==> config.mk <==
export PLATFORM = sky130hd
export DESIGN_NAME = addsub_bcd_seq
export DESIGN_NICKNAME = d
export VERILOG_FILES = /design/src/rtl/addsub_bcd_seq_pkg.sv /design/src/rtl/addsub_bcd_seq_bcd_add3.sv /design/src/rtl/addsub_bcd_seq.sv
export SDC_FILE = /design/constraint.sdc
export NUM_CORES = 1
export LEC_CHECK = 0
export CAP_MARGIN = 10
export CORE_MARGIN = 5
export CORE_UTILIZATION = 46
export DETAILED_ROUTE_END_ITERATION = 10
export GPL_ROUTABILITY_DRIVEN = 1
export PLACE_DENSITY = 0.67
export SLEW_MARGIN = 20
export SYNTH_ARGS = -nofsm -noshare
export SYNTH_HDL_FRONTEND = slang
export SYNTH_HIERARCHICAL = 1
export SYNTH_SLANG_ARGS = --single-unit
==> constraint.sdc <==
create_clock -name clk -period 3.01 [get_ports clk]
set_input_delay 0.301 -clock clk [delete_from_list [all_inputs] [get_ports clk]]
set_output_delay 0.301 -clock clk [all_outputs]
set_load 0.02 [all_outputs]
==> src/rtl/addsub_bcd_seq_pkg.sv <==
// Shared types and constants for the sequential add/sub + binary-to-BCD converter.
package addsub_bcd_seq_pkg;

  typedef enum logic [1:0] {
    S_IDLE    = 2'd0,
    S_LOAD    = 2'd1,
    S_CONVERT = 2'd2,
    S_DONE    = 2'd3
  } state_t;

  localparam int         DIGIT_W     = 4;
  localparam logic [3:0] ADD3_THRESH = 4'd5;

  // Smallest digit count whose decimal range covers the largest magnitude 2^(width+1)-2.
  function automatic int min_digits(input int width);
    longint max_v;
    longint pow_v;
    int     d;
    max_v = (64'sd1 <<< (width + 1)) - 64'sd2;
    pow_v = 64'sd1;
    d     = 0;
    for (int i = 0; i < 19; i++) begin
      if (pow_v <= max_v) begin
        pow_v = pow_v * 64'sd10;
        d     = d + 1;
      end else begin
        d = d;
      end
    end
    return d;
  endfunction

endpackage

==> src/rtl/addsub_bcd_seq_bcd_add3.sv <==
// Per-digit double-dabble correction: digits of 5 or more get +3 before the shift.
module addsub_bcd_seq_bcd_add3
  import addsub_bcd_seq_pkg::*;
(
  input  logic [DIGIT_W-1:0] digit,
  output logic [DIGIT_W-1:0] adj
);

  // Add-3 correction so that the following left shift carries correctly into the next digit
  always_comb begin
    adj = digit;
    if (digit >= ADD3_THRESH) begin
      adj = digit + 4'd3;
    end else begin
      adj = digit;
    end
  end

endmodule

==> src/rtl/addsub_bcd_seq.sv <==
// Sequential add/sub of two unsigned operands with an iterative shift-add-3 BCD
// conversion of the result magnitude, under a start/done handshake.
module addsub_bcd_seq
  import addsub_bcd_seq_pkg::*;
#(
  parameter int WIDTH  = 8,
  parameter int DIGITS = 3
) (
  input  logic                   clk,
  input  logic                   rst,
  input  logic                   start,
  input  logic [WIDTH-1:0]       A,
  input  logic [WIDTH-1:0]       B,
  input  logic                   Sel,
  output logic                   busy,
  output logic                   done,
  output logic [WIDTH:0]         resultado,
  output logic                   negative,
  output logic [4*DIGITS-1:0]    bcd
);

  localparam int RW = WIDTH + 1;
  localparam int BW = DIGIT_W * DIGITS;
  localparam int CW = $clog2(WIDTH + 2);

  if (DIGITS < min_digits(WIDTH)) begin : g_digits_too_small
    $error("addsub_bcd_seq: DIGITS too small for WIDTH");
  end

  state_t            state_r, state_next_s;
  logic [WIDTH-1:0]  a_r, b_r;
  logic              sel_r;
  logic [RW-1:0]     raw_r, raw_s, mag_s, shift_r;
  logic              neg_r, neg_s;
  logic [BW-1:0]     acc_r, acc_adj_s, acc_next_s;
  logic [CW-1:0]     cnt_r;
  logic              last_s;
  logic              busy_r, done_r, negative_r;
  logic [RW-1:0]     resultado_r;
  logic [BW-1:0]     bcd_r;

  for (genvar g = 0; g < DIGITS; g++) begin : g_digit
    addsub_bcd_seq_bcd_add3 u_add3 (
      .digit (acc_r[g*DIGIT_W +: DIGIT_W]),
      .adj   (acc_adj_s[g*DIGIT_W +: DIGIT_W])
    );
  end

  assign acc_next_s = {acc_adj_s[BW-2:0], shift_r[RW-1]};
  assign last_s     = (cnt_r == CW'(WIDTH));

  // Raw result and magnitude; an addition is never negative, so only a subtraction's borrow sets the sign
  always_comb begin
    raw_s = {1'b0, a_r} + {1'b0, b_r};
    if (sel_r) begin
      raw_s = {1'b0, a_r} - {1'b0, b_r};
    end else begin
      raw_s = {1'b0, a_r} + {1'b0, b_r};
    end
    neg_s = sel_r & raw_s[RW-1];
    mag_s = raw_s;
    if (neg_s) begin
      mag_s = ~raw_s + RW'(1);
    end else begin
      mag_s = raw_s;
    end
  end

  // Next-state logic
  always_comb begin
    state_next_s = state_r;
    case (state_r)
      S_IDLE: begin
        if (start) begin
          state_next_s = S_LOAD;
        end else begin
          state_next_s = S_IDLE;
        end
      end
      S_LOAD:    state_next_s = S_CONVERT;
      S_CONVERT: begin
        if (last_s) begin
          state_next_s = S_DONE;
        end else begin
          state_next_s = S_CONVERT;
        end
      end
      S_DONE:    state_next_s = S_IDLE;
      default:   state_next_s = S_IDLE;
    endcase
  end

  // State register
  always_ff @(posedge clk or posedge rst) begin
    if (rst) begin
      state_r <= S_IDLE;
    end else begin
      state_r <= state_next_s;
    end
  end

  // Operand latch, conversion datapath and registered outputs
  always_ff @(posedge clk or posedge rst) begin
    if (rst) begin
      a_r         <= '0;
      b_r         <= '0;
      sel_r       <= 1'b0;
      raw_r       <= '0;
      neg_r       <= 1'b0;
      shift_r     <= '0;
      acc_r       <= '0;
      cnt_r       <= '0;
      busy_r      <= 1'b0;
      done_r      <= 1'b0;
      resultado_r <= '0;
      negative_r  <= 1'b0;
      bcd_r       <= '0;
    end else begin
      busy_r <= (state_next_s != S_IDLE);
      done_r <= (state_next_s == S_DONE);
      case (state_r)
        S_IDLE: begin
          if (start) begin
            a_r   <= A;
            b_r   <= B;
            sel_r <= Sel;
          end
        end
        S_LOAD: begin
          raw_r   <= raw_s;
          neg_r   <= neg_s;
          shift_r <= mag_s;
          acc_r   <= '0;
          cnt_r   <= '0;
        end
        S_CONVERT: begin
          acc_r   <= acc_next_s;
          shift_r <= {shift_r[RW-2:0], 1'b0};
          cnt_r   <= cnt_r + CW'(1);
          if (last_s) begin
            resultado_r <= raw_r;
            negative_r  <= neg_r;
            bcd_r       <= acc_next_s;
          end
        end
        default: begin
        end
      endcase
    end
  end

  assign busy      = busy_r;
  assign done      = done_r;
  assign resultado = resultado_r;
  assign negative  = negative_r;
  assign bcd       = bcd_r;

endmodule

==> results.toml, run 1 <==
[critical_path]
reg2reg_depth = 11
cp.required_ns = 3.24
start_kind = "flop"
r2r_end = "shift_r[7]"
r2r_slack_ns = 0.11
cp.arrival_ns = 3.13
cp-endpoint = "shift_r[7]"
r2r_start = "b_r[0]"
endpoint_kind = "flop"
crit_type = "flop to flop"
critical_path.startpoint = "b_r[0]"
crit_slowest_cell = "fa_1"
crit_fanout = 4
path_cells = "inv_1 > ha_1 > mux2_2 > fa_1 > nand2b_4 > a21oi_4 > a31oi_4 > xor2_2 > a31oi_2 > nor3_1 > a211o_1"
slowest_delay_ns = 0.45

[die]
die_w_um = 104.9
io_pins = 44
core_um2 = 8763
chipHeight_um = 104.9
rows = 34
fp.dieArea_um2 = 11000
start_util_pct = 47.26

[detailed_routing]
drt-total-wl_um = 7760
first_pass_iters = 4
post_drt_wl_per_cell_um = 14.16
drc = 0
ant_nets = 0
via_per_inst = 5.206
first_iter_violations = 64
num_vias = 2853

[clocking]
clock_latency_ns = 0.35
cts_tree = "done"
htree_num_levels = 3
clk_pin_slew_ns = 0.08
cts_root_buffer = "clkbuf_8"
numCtsBuffers = 9
cts_num_sinks = 78
ctsLongestPathBuffers = 2

[global_routing]
gr-total-overflow = 0
grt_max_degree = 35
grt.total_usage_pct = 14.69
antenna_found_initial = 0
grt_pass1_wl_um = 13390
grt_pass1_vias = 2972

[synthesis]
syn_area_um2 = 4141
netlist_instances = 387
synth_nets = 430
yosysWarnings = 6
syn_avg_cell_area_um2 = 10.70

[sta]
finalSetupViolCount = 0
tns_ns = 0
period_share_pct = 96.30
fmax_mhz = 345.0
maxSlewHeadroom_pct = 51.13
fin_ws_ns = 0.1113
hold_viol = 0
tightest_slew_ns = 0.7313
period_minus_slack_ns = 2.899
skew_ns = 0.01112
rsz0062_at_grt = "yes"
slew_viol_final = 0

[place]
hpwl_um = 5866
io_buffers = 43
place_ws_ns = 0.08843
postPlaceCellArea_um2 = 4702
gp_congestion = 0.8534

[final_layout]
drive_above_1_share_pct = 19.55
design_area_um2 = 4920
antennaDiodeCount = 0
multi_input_area_um2 = 2016
fillers = 769
seq_area_um2 = 1952
areaGrowthSynthToFinish_pct = 18.79
final_nets = 480

[status]
outcome = "finished clean"

[min_path]
hold_path.class = "input port to async pin"

[job]
timing.max_cap.violations = 0
routing by layer:
metal | vias up | wire length, um | global-route usage (%)
met1 | 1391 | 3342 | 17.15
met5 | - | 0 | 0
met2 | 44 | 4013 | 26.21
li1 | 1406 | - | -
met3 | 12 | 293 | 4.007
met4 | 0 | 111 | 4.475
state kept, by name, indices dropped and copies added, names as in the netlist:
signal,flops
acc_r,12
done,1
shift_r,9
cnt_r,4
busy,1
neg_r,1
state_r,2
a_r,8
resultado,9
b_r,8
negative,1
bcd,12
raw_r,9
sel_r,1
layout make-up:
cell class	instances	area share (%)
Multi-Input combinational cell	259	40.97
Sequential cell	78	39.67
Timing Repair Buffer	53	10.27
Inverter	36	2.747
Tap cell	108	2.747
Clock buffer	9	2.518
Clock inverter	5	1.068
critical path: cells and delay by family (launching register included):
kind / cells / cell delay [ns]
AOI/OAI and AO/OA: 4 / 0.88
adders and majority gates: 2 / 0.72
DFF: 1 / 0.38
muxes: 1 / 0.29
and+or+nand+nor: 2 / 0.25
xor gates and xnor gates: 1 / 0.20
buffers and inverters: 1 / 0.05
stage by stage:
| step | util, % | instances | hold WS [ns] |
|---|---|---|---|
| 2_1_floorplan | - | 387 | 0.4442 |
| 6_report | 56.14 | 548 | 0.3321 |
| 5_1_grt | 56.14 | 548 | 0.3860 |
| 4_1_cts | 55.67 | 547 | 0.3377 |
| 3_3_place_gp | 53.66 | 533 | 0.4725 |
| 3_5_place_dp | 53.66 | 533 | 0.4755 |
cells in the final DEF, fill, tap and decap left out, types with 2 or more instances in the layout:
| cell type | instances |
|---|---|
| a21oi_2 | 3 |
| mux2i_1 | 6 |
| nand2_1 | 23 |
| o21ai_0 | 28 |
| nor2_1 | 27 |
| o22ai_1 | 2 |
| clkdlybuf4s50_1 | 43 |
| a31oi_1 | 5 |
| clkbuf_8 | 9 |
| nand3_1 | 18 |
| nand2b_1 | 8 |
| o21ai_1 | 4 |
| xor2_1 | 6 |
| clkinv_2 | 3 |
| nor3_1 | 4 |
| a21oi_1 | 12 |
| mux2_2 | 43 |
| dfrtp_1 | 78 |
| a21o_1 | 2 |
| inv_1 | 35 |
| ha_1 | 22 |
| nor2b_1 | 8 |
| xnor2_1 | 10 |
| xor2_2 | 4 |
| buf_4 | 10 |
how the worst min path moves through the flow:
stage,startpoint,to,slack [ns],depth (start not counted)
final,rst,resultado[5],0.33,2
after global routing,rst,resultado[5],0.39,2
after CTS,rst,resultado[5],0.34,2
after detailed placement,resultado[2],resultado[2],0.48,2
after global placement,resultado[2],resultado[2],0.47,2
after floorplan,start,state_r[0],0.44,2
what timing repair did:
item                                    4_1_cts  5_1_grt
resized for setup                             0        4
buffers inserted                              0        1
endpoints found under the setup margin        0        4
hold buffers                                  0        0
Power of run 1 is left out: the tool's default activity adds up to more than one toggle a clock period on the data nets, which glitch-free logic cannot reach.
==> run 2: changes to the inputs <==
--- a/config.mk
+++ b/config.mk
@@ -5,13 +5,13 @@
 export SDC_FILE = /design/constraint.sdc
 export NUM_CORES = 1
 export LEC_CHECK = 0
+export ABC_AREA = 1
 export CAP_MARGIN = 10
 export CORE_MARGIN = 5
 export CORE_UTILIZATION = 46
 export DETAILED_ROUTE_END_ITERATION = 10
 export GPL_ROUTABILITY_DRIVEN = 1
 export PLACE_DENSITY = 0.67
-export SLEW_MARGIN = 20
 export SYNTH_ARGS = -nofsm -noshare
 export SYNTH_HDL_FRONTEND = slang
 export SYNTH_HIERARCHICAL = 1
==> results.toml, run 2 <==
[status]
outcome = "finished clean"

[detailed_routing]
post_drt_wl_per_cell_um = 13.02
num_vias = 3510
first_iter_violations = 151
first_pass_iters = 4
drt-total-wl_um = 9050
ant_nets = 0
drc = 0
via_per_inst = 5.050

[final_layout]
final_nets = 622
antennaDiodeCount = 0
layout_common_cells = "nand2_1, dfrtp_1, inv_1, o21ai_0, clkdlybuf4s50_1"
mostFrequentLayoutCell = "nand2_1"
seq_area_um2 = 1952
areaGrowthSynthToFinish_pct = 19.51
drive_above_1_share_pct = 11.99
design_area_um2 = 5166
multi_input_area_um2 = 2038
fillers = 847

[global_routing]
gr-total-overflow = 0
antenna_found_initial = 0
grt_pass1_vias = 3520
grt_pass1_wl_um = 15950
grt_max_degree = 57
grt.total_usage_pct = 17.14

[job]
timing.max_cap.violations = 0

[sta]
maxSlewHeadroom_pct = 46.86
tns_ns = 0
skew_ns = 0.01303
finalSetupViolCount = 0
hold_viol = 0
rsz0062_at_grt = "no"
period_share_pct = 91.20
tightest_slew_ns = 0.7952
fmax_mhz = 364.3
slew_viol_final = 0
period_minus_slack_ns = 2.745

[clocking]
clk_pin_slew_ns = 0.09
ctsLongestPathBuffers = 2
cts_root_buffer = "clkbuf_8"
cts_tree = "done"
clock_latency_ns = 0.35
cts_num_sinks = 78
htree_num_levels = 3
cts_hold_buffers = 0
numCtsBuffers = 9

[die]
die_w_um = 106.9
rows = 35
fp.dieArea_um2 = 11440
chipHeight_um = 106.9
start_util_pct = 47.01
core_um2 = 9196
io_pins = 44

[critical_path]
crit_fanout = 8
crit_cells = 14
cp-endpoint = "shift_r[4]"
crit_slowest_cell = "dfrtp_1"
r2r_end = "shift_r[4]"
path_cells = "nor3_1 > nand3_1 > o31ai_1 > xor2_1 > inv_1 > ha_1 > nand2_1 > inv_2 > a21oi_4 > nand3_4 > inv_2 > nand2_1 > xor2_1 > o21bai_1"
slowest_delay_ns = 0.40
critical_path.startpoint = "b_r[0]"
start_kind = "flop"
crit_type = "flop to flop"
worst-path-buf-inv = 3
r2r_slack_ns = 0.26
r2r_start = "b_r[0]"
cp.required_ns = 3.28
cp_top_family = "simple AND/OR/NAND/NOR gates"
endpoint_kind = "flop"
reg2reg_depth = 14
cp.arrival_ns = 3.01

[min_path]
hold_path.class = "input port to async pin"

[synthesis]
syn_area_um2 = 4323
yosysWarnings = 6
synth_nets = 573
syn_avg_cell_area_um2 = 8.156
netlist_instances = 530

[place]
hpwl_um = 6684
postPlaceCellArea_um2 = 4905
io_buffers = 43
gp_congestion = 0.8224
## run 2: timing repair
action                                  in CTS  in global routing
gates resized for setup                      0                  6
endpoints found under the setup margin       0                  7
setup buffers                                0                  0
## run 2: how the worst min path moves through the flow
stage,slack [ns],cells after the start,end,startpoint
after CTS,0.31,2,cnt_r[3],rst
after global placement,0.45,2,resultado[5],raw_r[5]
after global routing,0.34,2,resultado[8],rst
after floorplan,0.44,2,negative,neg_r
final,0.30,2,acc_r[10],rst
after detailed placement,0.46,2,resultado[2],raw_r[2]
## run 2: routing by layer
metal,global-route usage (%),part of all wire [%]
met1,23.20,48
met2,27.88,46
met3,3.793,3.9
met4,4.566,1.3
met5,0,0
## run 2: final cells by class
type	instances	area share, %
tap	111	2.688
inverter	85	6.176
clock buffer	11	2.543
clock inverter	5	2.059
sequential	78	37.78
timing repair buffer	48	9.300
multi-input combinational	357	39.45
## run 2: through the flow
stage               instances  setup WS [ns]  utilization, %  hold WS (ns)
detailed placement        679         0.1929           53.33        0.4613
CTS                       695         0.1649           55.92        0.3145
global placement          679         0.3212           53.33        0.4547
global route              695        0.01942           56.18        0.3406
finish                    695         0.2649           56.18        0.2986
floorplan                 530         0.4890               -        0.4422
Power of run 2 is left out for the same reason.
==> run 3: changes to the inputs <==
--- a/config.mk
+++ b/config.mk
@@ -10,8 +10,8 @@
 export CORE_MARGIN = 5
 export CORE_UTILIZATION = 46
 export DETAILED_ROUTE_END_ITERATION = 10
+export DONT_BUFFER_PORTS = 1
 export GPL_ROUTABILITY_DRIVEN = 1
-export PLACE_DENSITY = 0.67
 export SYNTH_ARGS = -nofsm -noshare
 export SYNTH_HDL_FRONTEND = slang
 export SYNTH_HIERARCHICAL = 1
==> results.toml, run 3 (synthesized netlist as in run 2, its figures left out) <==
[sta]
tns_ns = 0
period_share_pct = 92.59
skew_ns = 0.009011
slew_viol_final = 0
period_minus_slack_ns = 2.787
fmax_mhz = 358.8
maxSlewHeadroom_pct = 49.54
finalSetupViolCount = 0
hold_slack_ns = 0.09828
hold_viol = 0
rsz0062_at_grt = "no"
tightest_slew_ns = 0.7551

[clocking]
clk_pin_slew_ns = 0.08
ctsLongestPathBuffers = 2
cts_root_buffer = "clkbuf_8"
clock_latency_ns = 0.35
cts_tree = "done"
htree_num_levels = 3
postCtsSetupBuffers = 0
post_cts_resize_count = 0
numCtsBuffers = 9
cts_num_sinks = 78

[critical_path]
r2r_start = "b_r[1]"
start_kind = "flop"
worst-path-buf-inv = 5
cp_top_family = "compound AO/OA/AOI/OAI gates"
reg2reg_depth = 17
slowest_delay_ns = 0.40
cp.arrival_ns = 3.06
r2r_end = "shift_r[5]"
cp.required_ns = 3.28
crit_fanout = 8
endpoint_kind = "flop"
r2r_slack_ns = 0.22
crit_slowest_cell = "dfrtp_1"
path_cells = "inv_1 > ha_1 > inv_1 > nor2_1 > nand2_1 > o31ai_1 > xor2_1 > inv_1 > ha_1 > nand2_1 > inv_2 > a21oi_2 > nand3_4 > inv_2 > nand2_1 > xor2_1 > o21bai_1"
crit_type = "flop to flop"

[global_routing]
gr-total-overflow = 0
grt_pass1_wl_um = 15290
grt.total_usage_pct = 16.52
grt_pass1_vias = 3198
grt_max_degree = 41
antenna_found_initial = 0

[detailed_routing]
drc = 0
first_pass_iters = 4
num_vias = 3280
via_per_inst = 5.015
ant_nets = 0
drt-total-wl_um = 8611
first_iter_violations = 133
post_drt_wl_per_cell_um = 13.17

[place]
gp_congestion = 0.8724
io_buffers = 0
hpwl_um = 6470
placed_cells = 637

[die]
core_um2 = 9196
chipHeight_um = 106.9
start_util_pct = 47.01
rows = 35
fp.dieArea_um2 = 11440
io_pins = 44
die_w_um = 106.9

[status]
outcome = "finished clean"

[final_layout]
final_nets = 581
fin_util_pct = 51.74
drive_above_1_share_pct = 12.52
layout_common_cells = "nand2_1, dfrtp_1, inv_1, o21ai_0, nor2_1"
areaGrowthSynthToFinish_pct = 10.07
mostFrequentLayoutCell = "nand2_1"
final_cells = 654
antennaDiodeCount = 0

[min_path]
min-delay-start = "A[6]"
whs_endpoint = "a_r[6]"
hold_path_depth = 1
hold_path.class = "input port to flop"

[job]
timing.max_cap.violations = 0
-- run 3: per-layer routing --
layer,vias up,wire length [um],global-route usage [%]
li1,1700,-,-
met1,1521,4393,23.59
met2,51,3800,25.18
met3,8,330,4.214
met4,0,87,4.110
met5,-,0,0
-- run 3: what timing repair did --
| action | CTS | global route |
|---|---|---|
| hold endpoints to repair | 38 | 0 |
| setup endpoints to repair | 0 | 0 |
| hold buffers | 1 | 0 |
-- run 3: layout make-up --
cell class | instances | area (um2)
Clock buffer | 10 | 137.6
Clock inverter | 6 | 140.1
Fill cell | 903 | 4438
Inverter | 85 | 320.3
Multi-Input combinational cell | 357 | 2014
Sequential cell | 78 | 1952
Tap cell | 111 | 138.9
Timing Repair Buffer | 7 | 55.05
-- run 3: per-stage QoR --
| step | instance area [um2] | worst slack (ns) |
|---|---|---|
| floorplan | 4323 | 0.4890 |
| global placement | 4471 | 0.3183 |
| detailed placement | 4471 | 0.2090 |
| CTS | 4758 | 0.2048 |
| global route | 4758 | 0.002269 |
| finish | 4758 | 0.2231 |
-- run 3: how the worst max path moves through the flow --
stage,start,endpoint,slack [ns],depth (start not counted)
floorplan,b_r[0],shift_r[5],0.49,17
global placement,b_r[0],shift_r[5],0.32,17
detailed placement,b_r[0],shift_r[5],0.21,17
CTS,b_r[0],shift_r[5],0.20,17
global route,b_r[1],shift_r[8],0.002,18
finish,b_r[1],shift_r[5],0.22,17
Power of run 3 is left out for the same reason.
